[src/rtl/gmii_rx.sv]
// rtl/gmii_rx.sv - GMII receive framer: strips preamble/SFD, emits payload bytes with sof/eof/err/len.
module gmii_rx #(
    parameter int unsigned MAX_LEN = 1522
) (
    input  logic        clk,
    input  logic        i_reset_n,
    input  logic        i_rx_dv,
    input  logic        i_rx_er,
    input  logic [7:0]  i_rxd,
    output logic [7:0]  o_data,
    output logic        o_dv,
    output logic        o_sof,
    output logic        o_eof,
    output logic        o_err,
    output logic [15:0] o_len,
    output logic        o_drop
);

    typedef enum logic [1:0] {IDLE, PREAMBLE, DATA, DROP} state_t;

    localparam logic [7:0] PRE_BYTE = 8'h55;
    localparam logic [7:0] SFD_BYTE = 8'hD5;

    state_t      state_q;
    logic        dv_q, er_q;
    logic [7:0]  rxd_q;
    logic        stage_vld_q;
    logic [7:0]  hold_q;
    logic        hold_vld_q;
    logic        first_q;
    logic        err_q;
    logic [15:0] cnt_q;

    logic [15:0] cnt_d;
    logic        too_long;

    assign cnt_d    = (cnt_q == 16'hFFFF) ? cnt_q : cnt_q + 16'd1;
    assign too_long = ({1'b0, cnt_q} > 17'(MAX_LEN));

    // stage_vld_q keeps the reset value of dv_q from being mistaken for a real
    // dv-low, so a frame in flight at reset release is swallowed by DROP.
    always_ff @(posedge clk or negedge i_reset_n) begin
        if (!i_reset_n) begin
            state_q     <= DROP;
            dv_q        <= 1'b0;
            er_q        <= 1'b0;
            rxd_q       <= 8'h00;
            stage_vld_q <= 1'b0;
            hold_q      <= 8'h00;
            hold_vld_q  <= 1'b0;
            first_q     <= 1'b0;
            err_q       <= 1'b0;
            cnt_q       <= 16'h0000;
            o_data      <= 8'h00;
            o_dv        <= 1'b0;
            o_sof       <= 1'b0;
            o_eof       <= 1'b0;
            o_err       <= 1'b0;
            o_len       <= 16'h0000;
            o_drop      <= 1'b0;
        end else begin
            dv_q        <= i_rx_dv;
            er_q        <= i_rx_er;
            rxd_q       <= i_rxd;
            stage_vld_q <= 1'b1;

            o_data <= 8'h00;
            o_dv   <= 1'b0;
            o_sof  <= 1'b0;
            o_eof  <= 1'b0;
            o_err  <= 1'b0;
            o_len  <= 16'h0000;
            o_drop <= 1'b0;

            case (state_q)
                IDLE: begin
                    if (dv_q) begin
                        if (er_q) begin
                            state_q <= DROP;
                            o_drop  <= 1'b1;
                        end else if (rxd_q == PRE_BYTE) begin
                            state_q <= PREAMBLE;
                        end else if (rxd_q == SFD_BYTE) begin
                            state_q    <= DATA;
                            cnt_q      <= 16'h0000;
                            hold_vld_q <= 1'b0;
                            first_q    <= 1'b1;
                            err_q      <= 1'b0;
                        end else begin
                            state_q <= DROP;
                            o_drop  <= 1'b1;
                        end
                    end
                end
                PREAMBLE: begin
                    if (!dv_q) begin
                        state_q <= IDLE;
                        o_drop  <= 1'b1;
                    end else if (er_q) begin
                        state_q <= DROP;
                        o_drop  <= 1'b1;
                    end else if (rxd_q == SFD_BYTE) begin
                        state_q    <= DATA;
                        cnt_q      <= 16'h0000;
                        hold_vld_q <= 1'b0;
                        first_q    <= 1'b1;
                        err_q      <= 1'b0;
                    end else if (rxd_q != PRE_BYTE) begin
                        state_q <= DROP;
                        o_drop  <= 1'b1;
                    end
                end
                DATA: begin
                    if (dv_q) begin
                        if (hold_vld_q) begin
                            o_dv    <= 1'b1;
                            o_data  <= hold_q;
                            o_sof   <= first_q;
                            first_q <= 1'b0;
                        end
                        hold_q     <= rxd_q;
                        hold_vld_q <= 1'b1;
                        cnt_q      <= cnt_d;
                        if (er_q) err_q <= 1'b1;
                    end else begin
                        state_q    <= IDLE;
                        hold_vld_q <= 1'b0;
                        if (hold_vld_q) begin
                            o_dv   <= 1'b1;
                            o_data <= hold_q;
                            o_sof  <= first_q;
                            o_eof  <= 1'b1;
                            o_len  <= cnt_q;
                            o_err  <= err_q | too_long;
                        end else begin
                            o_drop <= 1'b1;
                        end
                    end
                end
                DROP: begin
                    if (stage_vld_q && !dv_q) state_q <= IDLE;
                end
                default: state_q <= DROP;
            endcase
        end
    end

endmodule

[config.mk]
export PLATFORM = sky130hd
export DESIGN_NAME = gmii_rx
export DESIGN_NICKNAME = d
export VERILOG_FILES = /design/src/rtl/gmii_rx.sv
export SDC_FILE = /design/constraint.sdc
export NUM_CORES = 1
export LEC_CHECK = 0
export ABC_CLOCK_PERIOD_IN_PS = 1900
export BUFFER_PORTS_ARGS = -buffer_cell sky130_fd_sc_hd__clkbuf_2
export CORE_ASPECT_RATIO = 0.75
export CORE_MARGIN = 2
export CORE_UTILIZATION = 45
export CTS_CLUSTER_DIAMETER = 120
export DETAILED_ROUTE_END_ITERATION = 12
export GPL_TIMING_DRIVEN = 0
export HOLD_SLACK_MARGIN = 0.06
export PLACE_DENSITY = 0.64
export RECOVER_POWER = 25
export SLEW_MARGIN = 10
export SYNTH_ARGS = -nofsm -noshare
export SYNTH_HDL_FRONTEND = slang
export SYNTH_SLANG_ARGS = --single-unit
[constraint.sdc]
create_clock -name clk -period 1.9 [get_ports clk]
set_clock_uncertainty 0.15 [all_clocks]
set_input_delay 0.38 -clock clk [delete_from_list [all_inputs] [get_ports clk]]
set_output_delay 0.38 -clock clk [all_outputs]
set_load 0.005 [all_outputs]
---- Word level (Yosys, flattened, before mapping) ----
Index checks and enable logic that the tools add are counted.
storage, ports and cells
  register bits after elaboration ......... 69
  input bits .............................. 12
  output and inout port bits .............. 29
operators by class
  add/sub/neg operators ................... 1
  order comparisons ....................... 1
  equality and inequality tests ........... 19
  muxes and demuxes ....................... 71
  bitwise gates (word level) .............. 1
  reduce and logical (&&, ||, !) cells .... 10
operators by type and width
  operator               count
  $mux 16                11
  $pmux 16 s3            1
  $mux 1                 43
  $reduce_and 8->1       3
  $ne 2x2->1 const B     11
  $mux 2                 9
  $add 16x1->16 const B  1
  $eq 16x16->1 const B   1
  $gt 16x11->1 const B   1
  $mux 8                 2
  $pmux 1 s3             4
  $eq 8x7->1 const B     1
  $eq 8x8->1 const B     1
  $ne 8x7->1 const B     1
  $pmux 2 s4             1
  $reduce_and 6->1       1
  $ne 5x5->1 const B     1
  $eq 2x2->1 const B     2
  $reduce_and 4->1       1
  $reduce_bool 3->1      1
  $eq 2x1->1 const B     1
  $logic_not 2->1        1
  $reduce_and 2->1       1
  $logic_and 1x1->1      1
  2 further kinds        2

---- Logic depth before layout (Yosys ltp) ----
  depth after elaboration ................. 6
  depth in mapped cells ................... 6
  depth with buffers taken out ............ 6

---- Least setup slack after synthesis ----
No wires, ideal clock.
  kind .................................... register -> register
  start ................................... reg cnt_q[1]
  end ..................................... reg cnt_q[5]
  setup time .............................. 0.124 ns
  arrival ................................. 1.753 ns
  path slack .............................. -0.127 ns
  cell stages (with the launch flop) ...... 7
  path buffers ............................ 1
  period minus slack after synthesis ...... 2.027 ns
  cell sequence ........................... dfrtp_1 ha_1 nand3_1 o41a_1 buf_6 and3_1 a211o_1
between the ends
  word-level cells in the longest chain between the ends .. 4
ends and longest elaborated chain
  item                    RTL line  text
  from (decl)             32        logic [15:0] cnt_q;
  from (signal assigned)  123       cnt_q <= cnt_d;
  $add 16x1->16           37        assign cnt_d = (cnt_q == 16'hFFFF) ? cnt_q : cnt_q + 16'd1;
  $mux 16                 37
  $mux 16                 114       if (dv_q) begin
  $pmux 16 s3             75        case (state_q)
Parallel ways exist; a longest one is shown, timed or not. The select of a mux whose other input is x is not followed.
A chain may end at the register's enable or synchronous reset.

---- Worst setup path after layout ----
  start ................................... reg cnt_q[8]
  end ..................................... reg cnt_q[13]
Same word-level chain as after synthesis.

==> results.yml <==
final_layout:
  n_antenna_cell: 0
  fin_area_sq_um: 3850
  layout-area-overhead-vs-synth_pct: 34.9
  multi_input_area_sq_um: 1120
  drive_gt1_frac: 0.393
  layout.cells.non_filler: 412
  n_fill_cell: 513
  final_nets: 340
  seq_area_sq_um: 1740
floorplanning:
  initial_core_util: 0.458
  die_height_um: 73.0
  core_area_sq_um: 6220
  die_area_sq_um: 7000
  die_w_um: 95.9
  rows: 25
  pin_count: 41
logic_synthesis:
  syn-num-nets: 255
  synthTopCellsByCount: "dfrtp_1, o21ai_0, and3_1, nor3_1"
  post_synth.cell_area_avg_sq_um: 11.8
  ys_types: 53
  synth-simple-area-share: 0.186
  synth_seq_cells: 69
  synth_edf_count: 0
  synth_compound_gate_area_share: 0.114
  syn_area_sq_um: 2850
  synth_mux_area_frac: 0.0346
  yosys_warnings: 0
  synthXorXnorAreaFrac: 0
  synthCells: 241
  synthTopCellsByArea: "dfrtp_1, o21ai_0, and3_1, mux2_2, and2_1"
  yosysSeqAreaShare: 0.606
  synth_top_cell_by_area: "dfrtp_1"
  synth_most_common_cell: "dfrtp_1"
  synth_top_area_share: 0.588
  synth_top_family_by_area: "simple AND/OR/NAND/NOR gates"
  synth_adder_area_share: 0.00877
  async_flop_share: 1.00
  ys.flop_type: "dfrtp_1"
global_routing:
  grt_pass1_vias: 2022
  grt_overflow: 0
  antenna_found_initial: 0
  grt_pass1_wl_mm: 10.4
  track_usage: 0.205
  grt_max_degree: 38
worst_setup_path:
  crit_arrival_ps: 2020
  path_max_fanout: 10
  worstPathCellList: "buf_8 > nand4_1 > o41a_1 > buf_6 > o311a_1 > a221o_1"
  crit_path_start_kind: "flop"
  slowest_delay_ps: 480
  cp.required_ps: 1980
  crit_type: "flop to flop"
  crit_path_end_kind: "flop"
  slowest_stage: "o41a_1"
clocking:
  numClockSinks: 69
  clkTransAtPathRegs_ps: 70
  numCtsBuffers: 9
  clock-root-buffer: "clkbuf_8"
  insertion_delay_ps: 350
  cts_tree: "yes"
  max-clock-path-buffers: 2
  htree_levels: 3
flow_run:
  cap_violations: 0
sta:
  slew_headroom: 0.446
  setup-violations-final: 3
  fmax_ghz: 0.516
  finalMaxSlewViolations: 0
  worst_slack_ps: -39.3
  finalCritPeriodShare: 1.02
  tightest_slew_ps: 831
  finalHoldViolCount: 0
  period_needed_ps: 1940
  rsz0062_at_grt: "true"
min_path:
  hold_class: "flop to flop"
place:
  port_buffers: 40
  dp_slack_ps: -369
  placed_area_sq_um: 3200
  gp_congestion: 0.927
  placedCellCount: 363
  place_hpwl_mm: 4.08
status:
  status: "finished, violations left"
  violations: "setup timing"
drt:
  vias: 2166
  dr.first_iter.drc_count: 184
  drtPass1Iterations: 5
  drcViolationCount: 0
  routed_wl_mm: 6.57
  ant_nets: 0
  wl_per_cell_um: 16.0
  routed_via_density: 5.26
power:
  max-vdd-ir-drop_uv: 511
  p_leak_nw: 1.86
  p_per_area_nw_per_um2: 978
## through the flow
step	setup TNS, ps	hold WS, ps	total power [mW]	util
6_report	-57.9	341	3.77	0.618
5_1_grt	-240	360	3.96	0.618
4_1_cts	-76.0	345	3.74	0.593
3_5_place_dp	-6600	237	2.26	0.513
3_3_place_gp	-19370	317	2.24	0.510
2_1_floorplan	0	-65.6	2.05	-
## flip-flops by register name (all words and copies together) (netlist names), 2 cells and up
name and cells:
cnt_q 16, hold_q 8, o_data 8, o_len 16, rxd_q 8, state_q 2
## worst paths after layout
path,from,endpoint,slack [ps],depth (start not counted)
max reg2reg,cnt_q[8],cnt_q[13],-40,6
min,hold_q[7],hold_q[7],340,2
min reg2reg,hold_q[7],hold_q[7],340,2
min in group asynchronous,i_reset_n,hold_q[0],510,2
max,cnt_q[8],cnt_q[13],-40,6
max in group asynchronous,i_reset_n,state_q[1],360,3
## placed cells by master (no fill, tap or decap), types with 11 or more instances in the layout
master and count:
inv_1 12, dlygate4sd3_1 11, nor3_1 13, o21ai_0 14, dfrtp_1 57, and2_1 12
clkbuf_2 43, and3_1 12, buf_4 22, nand2_1 11, clkbuf_8 11
## area by class of cell
cell class | instances | area share
Clock inverter | 5 | 0.0218
Buffer | 12 | 0.0270
Multi-Input combinational cell | 147 | 0.291
Sequential cell | 69 | 0.453
Tap cell | 81 | 0.0263
Inverter | 12 | 0.0117
Clock buffer | 11 | 0.0367
Timing Repair Buffer | 75 | 0.133
## cells by family (layout without fill, tap and decap cells)
group / count (synthesis) / count (layout)
compound gates: 48 / 48
fa+ha+maj: 2 / 2
buf+inv: 25 / 115
flops: 69 / 69
mux: 9 / 9
other cells: 1 / 1
simple gates: 87 / 87
## routing by layer
layer / part of all wire / vias to the layer above / global-route usage
li1: - / 1048 / -
met5: 0 / - / 0
met3: 0.067 / 9 / 0.0692
met4: 0.013 / 0 / 0.0794
met1: 0.49 / 1027 / 0.308
met2: 0.43 / 82 / 0.273
## worst max-delay path, delay by kind of cell (launching register included)
family                 cells  cell delay (ps)
AOI/OAI and AO/OA          3              860
DFF                        1              360
buffers and inverters      2              280
and+or+nand+nor            1              170
## power by group
part | switching (mW) | total [mW] | internal, mW
clock | 0.560 | 1.34 | 0.777
sequential | 0.103 | 1.73 | 1.63
combinational | 0.354 | 0.698 | 0.343
total | 1.02 | 3.77 | 2.75
## repair_timing
item	CTS	global route
resized for setup	23	20
pin swaps	5	7
endpoints found under the hold margin	42	0
setup endpoints to repair	33	22
hold buffers	11	0
buffers inserted	11	12
Note: power is estimated with default switching activity, not from simulation.
